[src/rtl/dt_est_pkg.sv]
// Shared constants and helpers for the dT EMA estimator.
package dt_est_pkg;

  // Unity weight for the 8-bit alpha: new = (old*(ALPHA_ONE-alpha) + x*alpha) / ALPHA_ONE
  localparam int ALPHA_ONE = 256;

  // Convert a signed fixed-point value with 'frac' fraction bits to an integer,
  // rounding toward zero (a plain arithmetic shift would round toward -inf).
  function automatic logic signed [31:0] trunc_q_to_int(input logic signed [31:0] q,
                                                        input int unsigned       frac);
    logic signed [31:0] mag_s;
    logic signed [31:0] res_s;
    if (q < 32'sd0) begin
      mag_s = -q;
      res_s = -(mag_s >>> frac);
    end else begin
      mag_s = q;
      res_s = mag_s >>> frac;
    end
    return res_s;
  endfunction

endpackage

[src/rtl/dt_ema_core.sv]
// Combinational datapath for one sample: delta, scale by 2^-k, EMA blend,
// symmetric clamp and toward-zero conversion to the output format.
module dt_ema_core
  import dt_est_pkg::*;
#(
  parameter int W     = 8,
  parameter int FRAC  = 7,
  parameter int ACC_W = W + FRAC + 2
) (
  input  logic signed [W-1:0]     t_cur,
  input  logic signed [W-1:0]     t_prev,
  input  logic signed [ACC_W-1:0] acc,
  input  logic        [7:0]       alpha,
  input  logic        [3:0]       k_dt,
  input  logic        [W-2:0]     d_max,
  output logic signed [ACC_W-1:0] acc_next,
  output logic signed [W-1:0]     dt,
  output logic                    sat
);

  localparam int PW = ACC_W + 9;
  localparam logic [3:0] K_MAX = (FRAC > 15) ? 4'd15 : 4'(FRAC);

  logic signed [W:0]       delta_s;
  logic signed [ACC_W-1:0] delta_ext_s;
  logic signed [ACC_W-1:0] delta_q_s;
  logic signed [ACC_W-1:0] ds_s;
  logic        [3:0]       k_eff_s;
  logic        [8:0]       w_old_u;
  logic signed [PW-1:0]    acc_w_s;
  logic signed [PW-1:0]    ds_w_s;
  logic signed [PW-1:0]    w_old_s;
  logic signed [PW-1:0]    w_new_s;
  logic signed [PW-1:0]    sum_s;
  logic signed [ACC_W-1:0] acc_raw_s;
  logic signed [ACC_W-1:0] lim_s;
  logic signed [ACC_W-1:0] neg_lim_s;
  logic signed [31:0]      acc_q32_s;

  // The difference of two W-bit samples always fits in W+1 bits.
  assign delta_s     = {t_cur[W-1], t_cur} - {t_prev[W-1], t_prev};
  assign delta_ext_s = {{(ACC_W-W-1){delta_s[W]}}, delta_s};
  assign k_eff_s     = (k_dt > K_MAX) ? K_MAX : k_dt;
  assign delta_q_s   = delta_ext_s <<< FRAC;
  assign ds_s        = delta_q_s >>> k_eff_s;

  assign w_old_u = 9'(ALPHA_ONE) - {1'b0, alpha};
  assign acc_w_s = {{9{acc[ACC_W-1]}}, acc};
  assign ds_w_s  = {{9{ds_s[ACC_W-1]}}, ds_s};
  assign w_old_s = {{(PW-9){1'b0}}, w_old_u};
  assign w_new_s = {{(PW-8){1'b0}}, alpha};
  assign sum_s   = (acc_w_s * w_old_s) + (ds_w_s * w_new_s);
  assign acc_raw_s = ACC_W'(sum_s >>> 8);

  assign lim_s     = {{(ACC_W-FRAC-(W-1)){1'b0}}, d_max, {FRAC{1'b0}}};
  assign neg_lim_s = -lim_s;

  // Symmetric clamp of the blended accumulator; flag when the value was changed.
  always_comb begin
    acc_next = acc_raw_s;
    sat      = 1'b0;
    if (acc_raw_s > lim_s) begin
      acc_next = lim_s;
      sat      = 1'b1;
    end else if (acc_raw_s < neg_lim_s) begin
      acc_next = neg_lim_s;
      sat      = 1'b1;
    end else begin
      acc_next = acc_raw_s;
      sat      = 1'b0;
    end
  end

  assign acc_q32_s = {{(32-ACC_W){acc_next[ACC_W-1]}}, acc_next};
  assign dt        = W'(trunc_q_to_int(acc_q32_s, FRAC));

endmodule

[src/rtl/dt_estimator_mc.sv]
// Multi-channel EMA estimator of dT with saturation, valid/ready in and out.
// Optional build macro DT_EST_SAT_CNT_EN adds per-channel 16-bit clamp-event
// counters readable through sat_sel/sat_cnt; without it sat_cnt reads 16'h0.
module dt_estimator_mc
  import dt_est_pkg::*;
#(
  parameter int N_CH   = 4,
  parameter int W      = 8,
  parameter int FRAC   = 7,
  parameter int WARMUP = 2,
  parameter int CH_W   = (N_CH > 1) ? $clog2(N_CH) : 1
) (
  input  logic                clk,
  input  logic                rst_n,
  input  logic                s_valid,
  output logic                s_ready,
  input  logic [CH_W-1:0]     s_ch,
  input  logic signed [W-1:0] s_T,
  input  logic [N_CH-1:0]     init_mask,
  input  logic [7:0]          alpha,
  input  logic [3:0]          k_dt,
  input  logic [W-2:0]        d_max,
  output logic                m_valid,
  input  logic                m_ready,
  output logic [CH_W-1:0]     m_ch,
  output logic signed [W-1:0] m_dT,
  output logic                m_sat,
  output logic                m_warm,
  input  logic [CH_W-1:0]     sat_sel,
  output logic [15:0]         sat_cnt
);

  localparam int ACC_W = W + FRAC + 2;
  localparam logic [CH_W:0] N_CH_L   = (CH_W+1)'(N_CH);
  localparam logic [3:0]    WARMUP_L = 4'(WARMUP);

  typedef struct packed {
    logic signed [W-1:0]     t_prev;
    logic signed [ACC_W-1:0] acc;
    logic                    primed;
    logic [3:0]              warm_cnt;
  } dt_ch_state_t;

  dt_ch_state_t st_r [N_CH];
  dt_ch_state_t cur_s;

  logic                    ready_en_r;
  logic                    ch_ok_s;
  logic                    init_hit_s;
  logic                    fire_s;
  logic [3:0]              warm_inc_s;
  logic signed [ACC_W-1:0] core_acc_s;
  logic signed [W-1:0]     core_dt_s;
  logic                    core_sat_s;
  logic signed [W-1:0]     out_dt_s;
  logic                    out_sat_s;
  logic                    out_warm_s;

  assign ch_ok_s = ({1'b0, s_ch} < N_CH_L);
  assign s_ready = ready_en_r & (~m_valid | m_ready);
  assign fire_s  = s_valid & s_ready & ch_ok_s;

  // Fetch the addressed channel's state and its init pulse (none for out-of-range indices).
  always_comb begin
    cur_s      = '0;
    init_hit_s = 1'b0;
    for (int c = 0; c < N_CH; c++) begin
      if (s_ch == CH_W'(c)) begin
        cur_s      = st_r[c];
        init_hit_s = init_mask[c];
      end else begin
        cur_s      = cur_s;
        init_hit_s = init_hit_s;
      end
    end
  end

  assign warm_inc_s = (cur_s.warm_cnt >= WARMUP_L) ? cur_s.warm_cnt : (cur_s.warm_cnt + 4'd1);

  dt_ema_core #(
    .W     (W),
    .FRAC  (FRAC),
    .ACC_W (ACC_W)
  ) u_core (
    .t_cur    (s_T),
    .t_prev   (cur_s.t_prev),
    .acc      (cur_s.acc),
    .alpha    (alpha),
    .k_dt     (k_dt),
    .d_max    (d_max),
    .acc_next (core_acc_s),
    .dt       (core_dt_s),
    .sat      (core_sat_s)
  );

  // First sample after (re)init only captures T_prev, so its result is a neutral zero.
  always_comb begin
    out_dt_s   = '0;
    out_sat_s  = 1'b0;
    out_warm_s = 1'b0;
    if (init_hit_s || !cur_s.primed) begin
      out_dt_s   = '0;
      out_sat_s  = 1'b0;
      out_warm_s = 1'b0;
    end else begin
      out_dt_s   = core_dt_s;
      out_sat_s  = core_sat_s;
      out_warm_s = (warm_inc_s >= WARMUP_L);
    end
  end

  // Hold off input acceptance for one cycle after reset release.
  always_ff @(posedge clk or negedge rst_n) begin
    if (!rst_n) begin
      ready_en_r <= 1'b0;
    end else begin
      ready_en_r <= 1'b1;
    end
  end

  // Per-channel state: init pulses take priority over a same-cycle sample update.
  always_ff @(posedge clk or negedge rst_n) begin
    if (!rst_n) begin
      for (int c = 0; c < N_CH; c++) begin
        st_r[c] <= '0;
      end
    end else begin
      for (int c = 0; c < N_CH; c++) begin
        if (init_mask[c]) begin
          if (fire_s && (s_ch == CH_W'(c))) begin
            st_r[c].t_prev   <= s_T;
            st_r[c].acc      <= '0;
            st_r[c].primed   <= 1'b1;
            st_r[c].warm_cnt <= 4'd0;
          end else begin
            st_r[c].acc      <= '0;
            st_r[c].primed   <= 1'b0;
            st_r[c].warm_cnt <= 4'd0;
          end
        end else if (fire_s && (s_ch == CH_W'(c))) begin
          st_r[c].t_prev <= s_T;
          st_r[c].primed <= 1'b1;
          if (st_r[c].primed) begin
            st_r[c].acc      <= core_acc_s;
            st_r[c].warm_cnt <= warm_inc_s;
          end else begin
            st_r[c].acc      <= '0;
            st_r[c].warm_cnt <= 4'd0;
          end
        end
      end
    end
  end

  // Single output register: load on accept, clear when consumed, otherwise hold.
  always_ff @(posedge clk or negedge rst_n) begin
    if (!rst_n) begin
      m_valid <= 1'b0;
      m_ch    <= '0;
      m_dT    <= '0;
      m_sat   <= 1'b0;
      m_warm  <= 1'b0;
    end else if (fire_s) begin
      m_valid <= 1'b1;
      m_ch    <= s_ch;
      m_dT    <= out_dt_s;
      m_sat   <= out_sat_s;
      m_warm  <= out_warm_s;
    end else if (m_ready) begin
      m_valid <= 1'b0;
    end
  end

`ifdef DT_EST_SAT_CNT_EN
  logic [15:0] sat_cnt_r [N_CH];

  // Count clamped results per channel, sticking at all-ones.
  always_ff @(posedge clk or negedge rst_n) begin
    if (!rst_n) begin
      for (int c = 0; c < N_CH; c++) begin
        sat_cnt_r[c] <= 16'h0;
      end
    end else begin
      for (int c = 0; c < N_CH; c++) begin
        if (fire_s && out_sat_s && (s_ch == CH_W'(c)) && (sat_cnt_r[c] != 16'hFFFF)) begin
          sat_cnt_r[c] <= sat_cnt_r[c] + 16'h1;
        end
      end
    end
  end

  // Combinational read-out of the selected channel's counter.
  always_comb begin
    sat_cnt = 16'h0;
    for (int c = 0; c < N_CH; c++) begin
      if (sat_sel == CH_W'(c)) begin
        sat_cnt = sat_cnt_r[c];
      end else begin
        sat_cnt = sat_cnt;
      end
    end
  end
`else
  logic sat_sel_unused_s;
  assign sat_sel_unused_s = ^sat_sel;
  assign sat_cnt          = 16'h0;
`endif

endmodule

[config.mk]
export PLATFORM = sky130hd
export DESIGN_NAME = dt_estimator_mc
export DESIGN_NICKNAME = d
export VERILOG_FILES = /design/src/rtl/dt_est_pkg.sv /design/src/rtl/dt_ema_core.sv /design/src/rtl/dt_estimator_mc.sv
export SDC_FILE = /design/constraint.sdc
export NUM_CORES = 1
export LEC_CHECK = 0
export CORE_MARGIN = 1.5
export CORE_UTILIZATION = 40
export DETAILED_ROUTE_END_ITERATION = 12
export HOLD_SLACK_MARGIN = 0.12
export PLACE_DENSITY_LB_ADDON = 0.25
export SYNTH_ARGS = -nofsm -noshare
export SYNTH_HDL_FRONTEND = slang
export SYNTH_SLANG_ARGS = --single-unit
export TNS_END_PERCENT = 1
[constraint.sdc]
create_clock -name clk -period 13.09 [get_ports clk]
set_input_delay 3.2725 -clock clk [delete_from_list [all_inputs] [get_ports clk]]
set_output_delay 3.2725 -clock clk [all_outputs]
set_load 0.02 [all_outputs]
# Word level (Yosys, flattened, before mapping)
# Index checks and enable logic that the tools add are counted.
dict set report word_totals {
  reg_bits 134
  input_bits 39
  output_inout_bits 30
  elab_cells 101
}
dict set report classes {
  add_sub_neg 7
  n_mul 2
  magnitude_cmp 6
  eq_ne 3
  shift 1
  mux 44
  bitwise_logic 4
  n_reduce_logical 12
}
# cell count
set ops {}
lappend ops {{$mux 30} 12}
lappend ops {{$mux 17} 6}
lappend ops {{$mux 8} 6}
lappend ops {{$add 25x25->25} 1}
lappend ops {{$mul 17x10->25} 1}
lappend ops {{$mul 17x9->25} 1}
lappend ops {{$mux 4} 6}
lappend ops {{$mux 5} 4}
lappend ops {{$gt 17x15->1} 1}
lappend ops {{$lt 17x1->1 const B} 1}
lappend ops {{$lt 17x17->1} 1}
lappend ops {{$neg 14->17} 1}
lappend ops {{$sshr 16x4->17} 1}
lappend ops {{$neg 15->15} 1}
lappend ops {{$mux 1} 10}
lappend ops {{$reduce_bool 2->1} 5}
lappend ops {{$sub 8x8->9} 1}
lappend ops {{$sub 9x8->9 const A} 1}
lappend ops {{$ge 4x2->1 const B} 2}
lappend ops {{$neg 8->8} 1}
lappend ops {{$add 4x1->4 const B} 1}
lappend ops {{$eq 2x2->1 const B} 2}
lappend ops {{$gt 4x3->1 const B} 1}
lappend ops {{$logic_and 1x1->1} 4}
lappend ops {{other kinds (7)} 8}

# Longest topological paths before layout
dict set report depth {
  depth_word 16
  mapped_depth 58
}

# Cells and area by module
# A second synthesis with hierarchy kept.
dict set report hier_totals {
  hier_cells 1810
  area_unflattened_um2 17843.4
}
# module instances cells_each area_each_um2 seq_area_each_um2
set by_module_without_submodules {}
lappend by_module_without_submodules {dt_ema_core 1 1425 12037.8 0.0}
lappend by_module_without_submodules {dt_estimator_mc 1 385 5805.6 3353.2}

# Worst setup path after synthesis
# Ideal clock, no wire load.
dict set report synth_timing {
  path_kind {input to register}
  start {in s_ch[0]}
  end {reg m_dT[6]}
  setup_ns 0.104
  t_arrival_ns 15.487
  required_time_ns 12.986
  setup_slack_ns -2.500
  path_stages 53
  path_cell_list {buf_6 clkbuf_1 buf_1 buf_1 mux4_2 ha_1 inv_1 fa_1 a21o_1 a21oi_1 o21bai_1 a21oi_1 nor2b_1 nor3_1 mux2_2 clkbuf_1 mux2i_1 mux2i_1 [17 not listed] ha_1 o21a_1 o21a_1 o2111ai_1 a21oi_1 a21bo_2 a21o_1 nand2_2 mux2_2 mux2i_4 buf_4 xnor2_1 ha_1 a2111oi_0 nand4_1 a2bb2oi_1 mux2_1 o311ai_1}
}
dict set report synth_via {
  elab_chain_len 16
  word_cells_on_any_way 28
}
# item line_no
set synth_lines {}
lappend synth_lines {{start, declared} dt_estimator_mc.sv:17} ;# input logic [CH_W-1:0] s_ch,
lappend synth_lines {{$logic_not 2->1} dt_estimator_mc.sv:68} ;# if (s_ch == CH_W'(c)) begin
lappend synth_lines {{$mux 30 (4 in a row)} dt_estimator_mc.sv:68}
lappend synth_lines {{$sub 8x8->9} dt_ema_core.sv:41} ;# assign delta_s = {t_cur[W-1], t_cur} - {t_prev[W-1], t_prev};
lappend synth_lines {{$sshr 16x4->17} dt_ema_core.sv:45} ;# assign ds_s = delta_q_s >>> k_eff_s;
lappend synth_lines {{$mul 17x9->25} dt_ema_core.sv:52} ;# assign sum_s = (acc_w_s * w_old_s) + (ds_w_s * w_new_s);
lappend synth_lines {{$add 25x25->25} dt_ema_core.sv:52}
lappend synth_lines {{$lt 17x17->1} dt_ema_core.sv:65} ;# end else if (acc_raw_s < neg_lim_s) begin
lappend synth_lines {{$mux 17} dt_ema_core.sv:65}
lappend synth_lines {{$mux 17} dt_ema_core.sv:62} ;# if (acc_raw_s > lim_s) begin
lappend synth_lines {{$neg 15->15} dt_est_pkg.sv:14} ;# mag_s = -q;
lappend synth_lines {{$neg 8->8} dt_est_pkg.sv:15} ;# res_s = -(mag_s >>> frac);
lappend synth_lines {{$mux 8} dt_est_pkg.sv:13} ;# if (q < 32'sd0) begin
lappend synth_lines {{$mux 8 (*)} dt_estimator_mc.sv:101} ;# if (init_hit_s || !cur_s.primed) begin
lappend synth_lines {{end signal, assigned} dt_estimator_mc.sv:166} ;# m_dT <= out_dt_s;
lappend synth_lines {{end, declared} dt_estimator_mc.sv:26} ;# output logic signed [W-1:0] m_dT,
# Every way passes the cells marked *; elsewhere a longest branch is shown, timed or not.
# A chain may end at the register's enable or synchronous reset.

# Worst setup path after layout
# Ends and elaborated chain as after synthesis.

==> flow_metrics.py <==
metrics = {
    "outcome": {
        "run_status": "complete, but fails checks",
        "failed_checks": "setup timing",
    },
    "timing": {
        "timing.final.crit_share": 1.072,
        "setup_viols_final": 40,
        "final_period_minus_worst_setup_slack_ns": 14.04,
        "maxSlewViolCount": 0,
        "slew_headroom": 0.3839,
        "timing.clock.skew_ns": 0.01031,
        "hold_viol_final": 0,
        "grt_setup_unrepaired": "true",
        "timing.fmax_mhz": 71.24,
        "final_critical_path_setup_slack_ns": -0.9469,
        "actual_transition_at_the_worst_max_transition_pin_ns": 0.9207,
    },
    "drt": {
        "route.detailed.vias_per_inst": 4.970,
        "routed_wirelength_mm": 45.44,
        "detailedRoute.firstPassIterationCount": 7,
        "route.antenna.remaining_nets": 0,
        "detailroute.via_count": 13786,
        "post-route-drc-count": 0,
        "detailed_router_s_first_iteration_violation_count": 695,
        "routed_wire_length_per_instance_um": 16.38,
    },
    "global_route": {
        "grt_pass1_vias": 15100,
        "globalRouteOverflowTotal": 0,
        "pin_count_of_the_biggest_net_entering_global_routing": 69,
        "grt_antenna_before_repair": 1,
        "grt.total_usage": 0.2055,
        "grt_first_pass_wirelength_mm": 76.83,
    },
    "critical_path": {
        "cp_slowest_stage_delay_ns": 0.57,
        "critical_path.reg2reg.startpoint": "st_r[114]$_DFFE_PN0P_",
        "ff2ff_setup_slack_ns": 1.71,
        "critical_path_arrival_ns": 14.35,
        "cp_common_cell": "fa_1",
        "cp-endpoint": "m_dT[6]$_DFFE_PN0P_",
        "crit_slowest_cell": "fa_1",
        "critical_path.endpoint_type": "register",
        "worst_setup_path_startpoint": "s_ch[0]",
        "worstReg2RegEnd": "m_dT[6]$_DFFE_PN0P_",
        "r2r_depth": 48,
        "timing.critical_path.from_type": "input pin",
        "timing.critical_path.required_ns": 13.40,
        "worstPathMaxFanout": 6,
        "timing.setup.critical_path_class": "in2reg",
    },
    "clock_tree": {
        "ctsLongestPathBuffers": 2,
        "worstSkewPairLatency_ns": 0.41,
        "cts_tree": "yes",
        "htreeDepth": 4,
        "cts_made_buffers": 17,
        "path_clk_slew_ns": 0.06,
        "cts_hold_buffers": 0,
        "cts.sink_count": 134,
        "clock_root_buffer": "clkbuf_16",
    },
    "logic_synthesis": {
        "synth_edf_count": 0,
        "post_synth_num_cell_types": 85,
        "synth.avg_cell_area_um2": 9.529,
        "synth.yosys.seq_area_share": 0.1876,
        "netlist_area_um2": 17880,
        "yosysMostFrequentCell": "inv_1",
        "post_synth_inst_count": 1876,
        "synthTopCellsByCount": "inv_1, nand2_1, fa_1",
        "postSynthRegisterBits": 134,
        "synth_area_leader_cell": "fa_1",
        "yosys_most_used_dff": "dfrtp_1",
        "synth.top_cells.by_area": "fa_1, dfrtp_1, ha_1",
        "yosysTopAreaCellShare": 0.2968,
        "synthesis.yosys.warnings": 0,
        "async_flop_share": 1.000,
    },
    "cells_and_area": {
        "final_layout_size_suffix_gt1_frac": 0.2255,
        "finish.utilization": 0.5027,
        "n_antenna_cell": 0,
        "layout_stage_area_growth_over_the_synthesis_result_pct": 24.09,
        "design.final.nets": 2590,
    },
    "floorplan": {
        "core_rows": 77,
        "die_width_um": 214.4,
        "die_height_um": 214.4,
        "initial_core_util": 0.4051,
        "placeableCoreArea_um2": 44120,
        "ioPinCount": 69,
        "design.die.area_um2": 45970,
    },
    "min_path": {
        "holdCritPathClass": "reg2reg",
    },
    "place": {
        "hpwl_mm": 37.29,
        "place.gp.congestion": 0.8597,
        "port_buffers": 50,
    },
    "job": {
        "maxCapViolCount": 0,
    },
}
-- worst max-delay path: cells and delay by family --
family	cells	cell delay, ns
xor+xnor	1	0.15
compound gates	17	2.90
simple gates	9	1.55
buf+inv	6	0.53
mux	6	1.57
fa+ha+maj	11	4.35
-- timing repair --
action,CTS,global route
endpoints found under the setup margin,76,77
setup buffers,3,12
endpoints found under the hold margin,0,0
pin swaps,10,57
resized for setup,17,62
-- through the flow --
stage	worst slack, ns	TNS [ns]	hold WS (ns)	area (um2)	instances
after detailed placement	-1.559	-55.41	0.4654	21000	2727
after global placement	-1.571	-53.10	0.4557	21000	2727
after floorplan	-1.165	-11.99	0.4446	18180	1891
after global routing	-1.463	-45.25	0.5014	22180	2774
final	-0.9469	-14.32	0.4735	22180	2774
after CTS	-0.9950	-13.11	0.4777	21800	2762
-- area by class of cell --
type                            instances  area, um2
Clock buffer                           20      446.7
Sequential cell                       134       3353
Timing Repair Buffer                  341       2720
Clock inverter                         12      249.0
Inverter                              344       1291
Multi-Input combinational cell       1331      13380
Tap cell                              592      740.7
Fill cell                            4141      21940
-- cells in the final DEF (no fill, tap or decap), types with 9 or more instances in the layout --
cell             netlist  final
mux4_2                29     29
a21oi_1               34     27
a21o_1                13     12
nand3_1                9      9
clkdlybuf4s50_1        0     46
xnor2_1               35     31
a211oi_1              14      9
buf_4                 17    284
and3_1                13     13
conb_1                 2     17
inv_1                343    339
clkbuf_16              0     17
nand2_1              286    284
mux2_2                38     33
xor2_1                11     10
o21a_1                10     10
o21ai_1                9     14
nand2b_1              11     11
ha_1                 117    106
dfrtp_1              134    134
ha_4                   0     10
o21ai_0              100     89
nor3_1                17     15
a22o_1                12     12
fa_1                 265    262
and2_1               133    131
nor2_1                40     40
-- sequential cells by signal (all words and copies together), names as in the netlist --
signal	flops
st_r	120
m_dT	8
m_ch	2
m_sat	1
m_valid	1
m_warm	1
ready_en_r	1
-- worst min path at each step --
stage,to,slack [ns],cells past startpoint,from
6_report,st_r[66]$_DFFE_PN0P_,0.47,2,st_r[66]$_DFFE_PN0P_
5_1_grt,st_r[39]$_DFFE_PN0P_,0.50,2,st_r[39]$_DFFE_PN0P_
4_1_cts,st_r[66]$_DFFE_PN0P_,0.48,2,st_r[66]$_DFFE_PN0P_
3_5_place_dp,st_r[66]$_DFFE_PN0P_,0.47,2,st_r[66]$_DFFE_PN0P_
3_3_place_gp,st_r[77]$_DFFE_PN0P_,0.46,2,st_r[77]$_DFFE_PN0P_
2_1_floorplan,st_r[30]$_DFFE_PN0P_,0.44,2,st_r[30]$_DFFE_PN0P_
-- layer usage --
metal | vias up | global-route usage | routed length, um
met5 | - | 0 | 0
met4 | 0 | 0.04531 | 753
met3 | 49 | 0.02298 | 1673
met2 | 256 | 0.3576 | 22700
met1 | 6990 | 0.2757 | 20310
li1 | 6491 | - | -
-- cells by family (layout without fill, tap and decap cells) --
kind of cell	after synthesis	in the layout	synth area share
compound gates	247	247	0.09232
xor+xnor	48	48	0.02471
fa+ha+maj	382	382	0.3787
buf+inv	426	717	0.09526
flops	134	134	0.1876
mux	83	83	0.07076
other cells	2	17	0.0004201
simple gates	554	554	0.1503
Power is not shown: default switching activity piles up to over one toggle a cycle in this logic, so the estimate is an artifact.
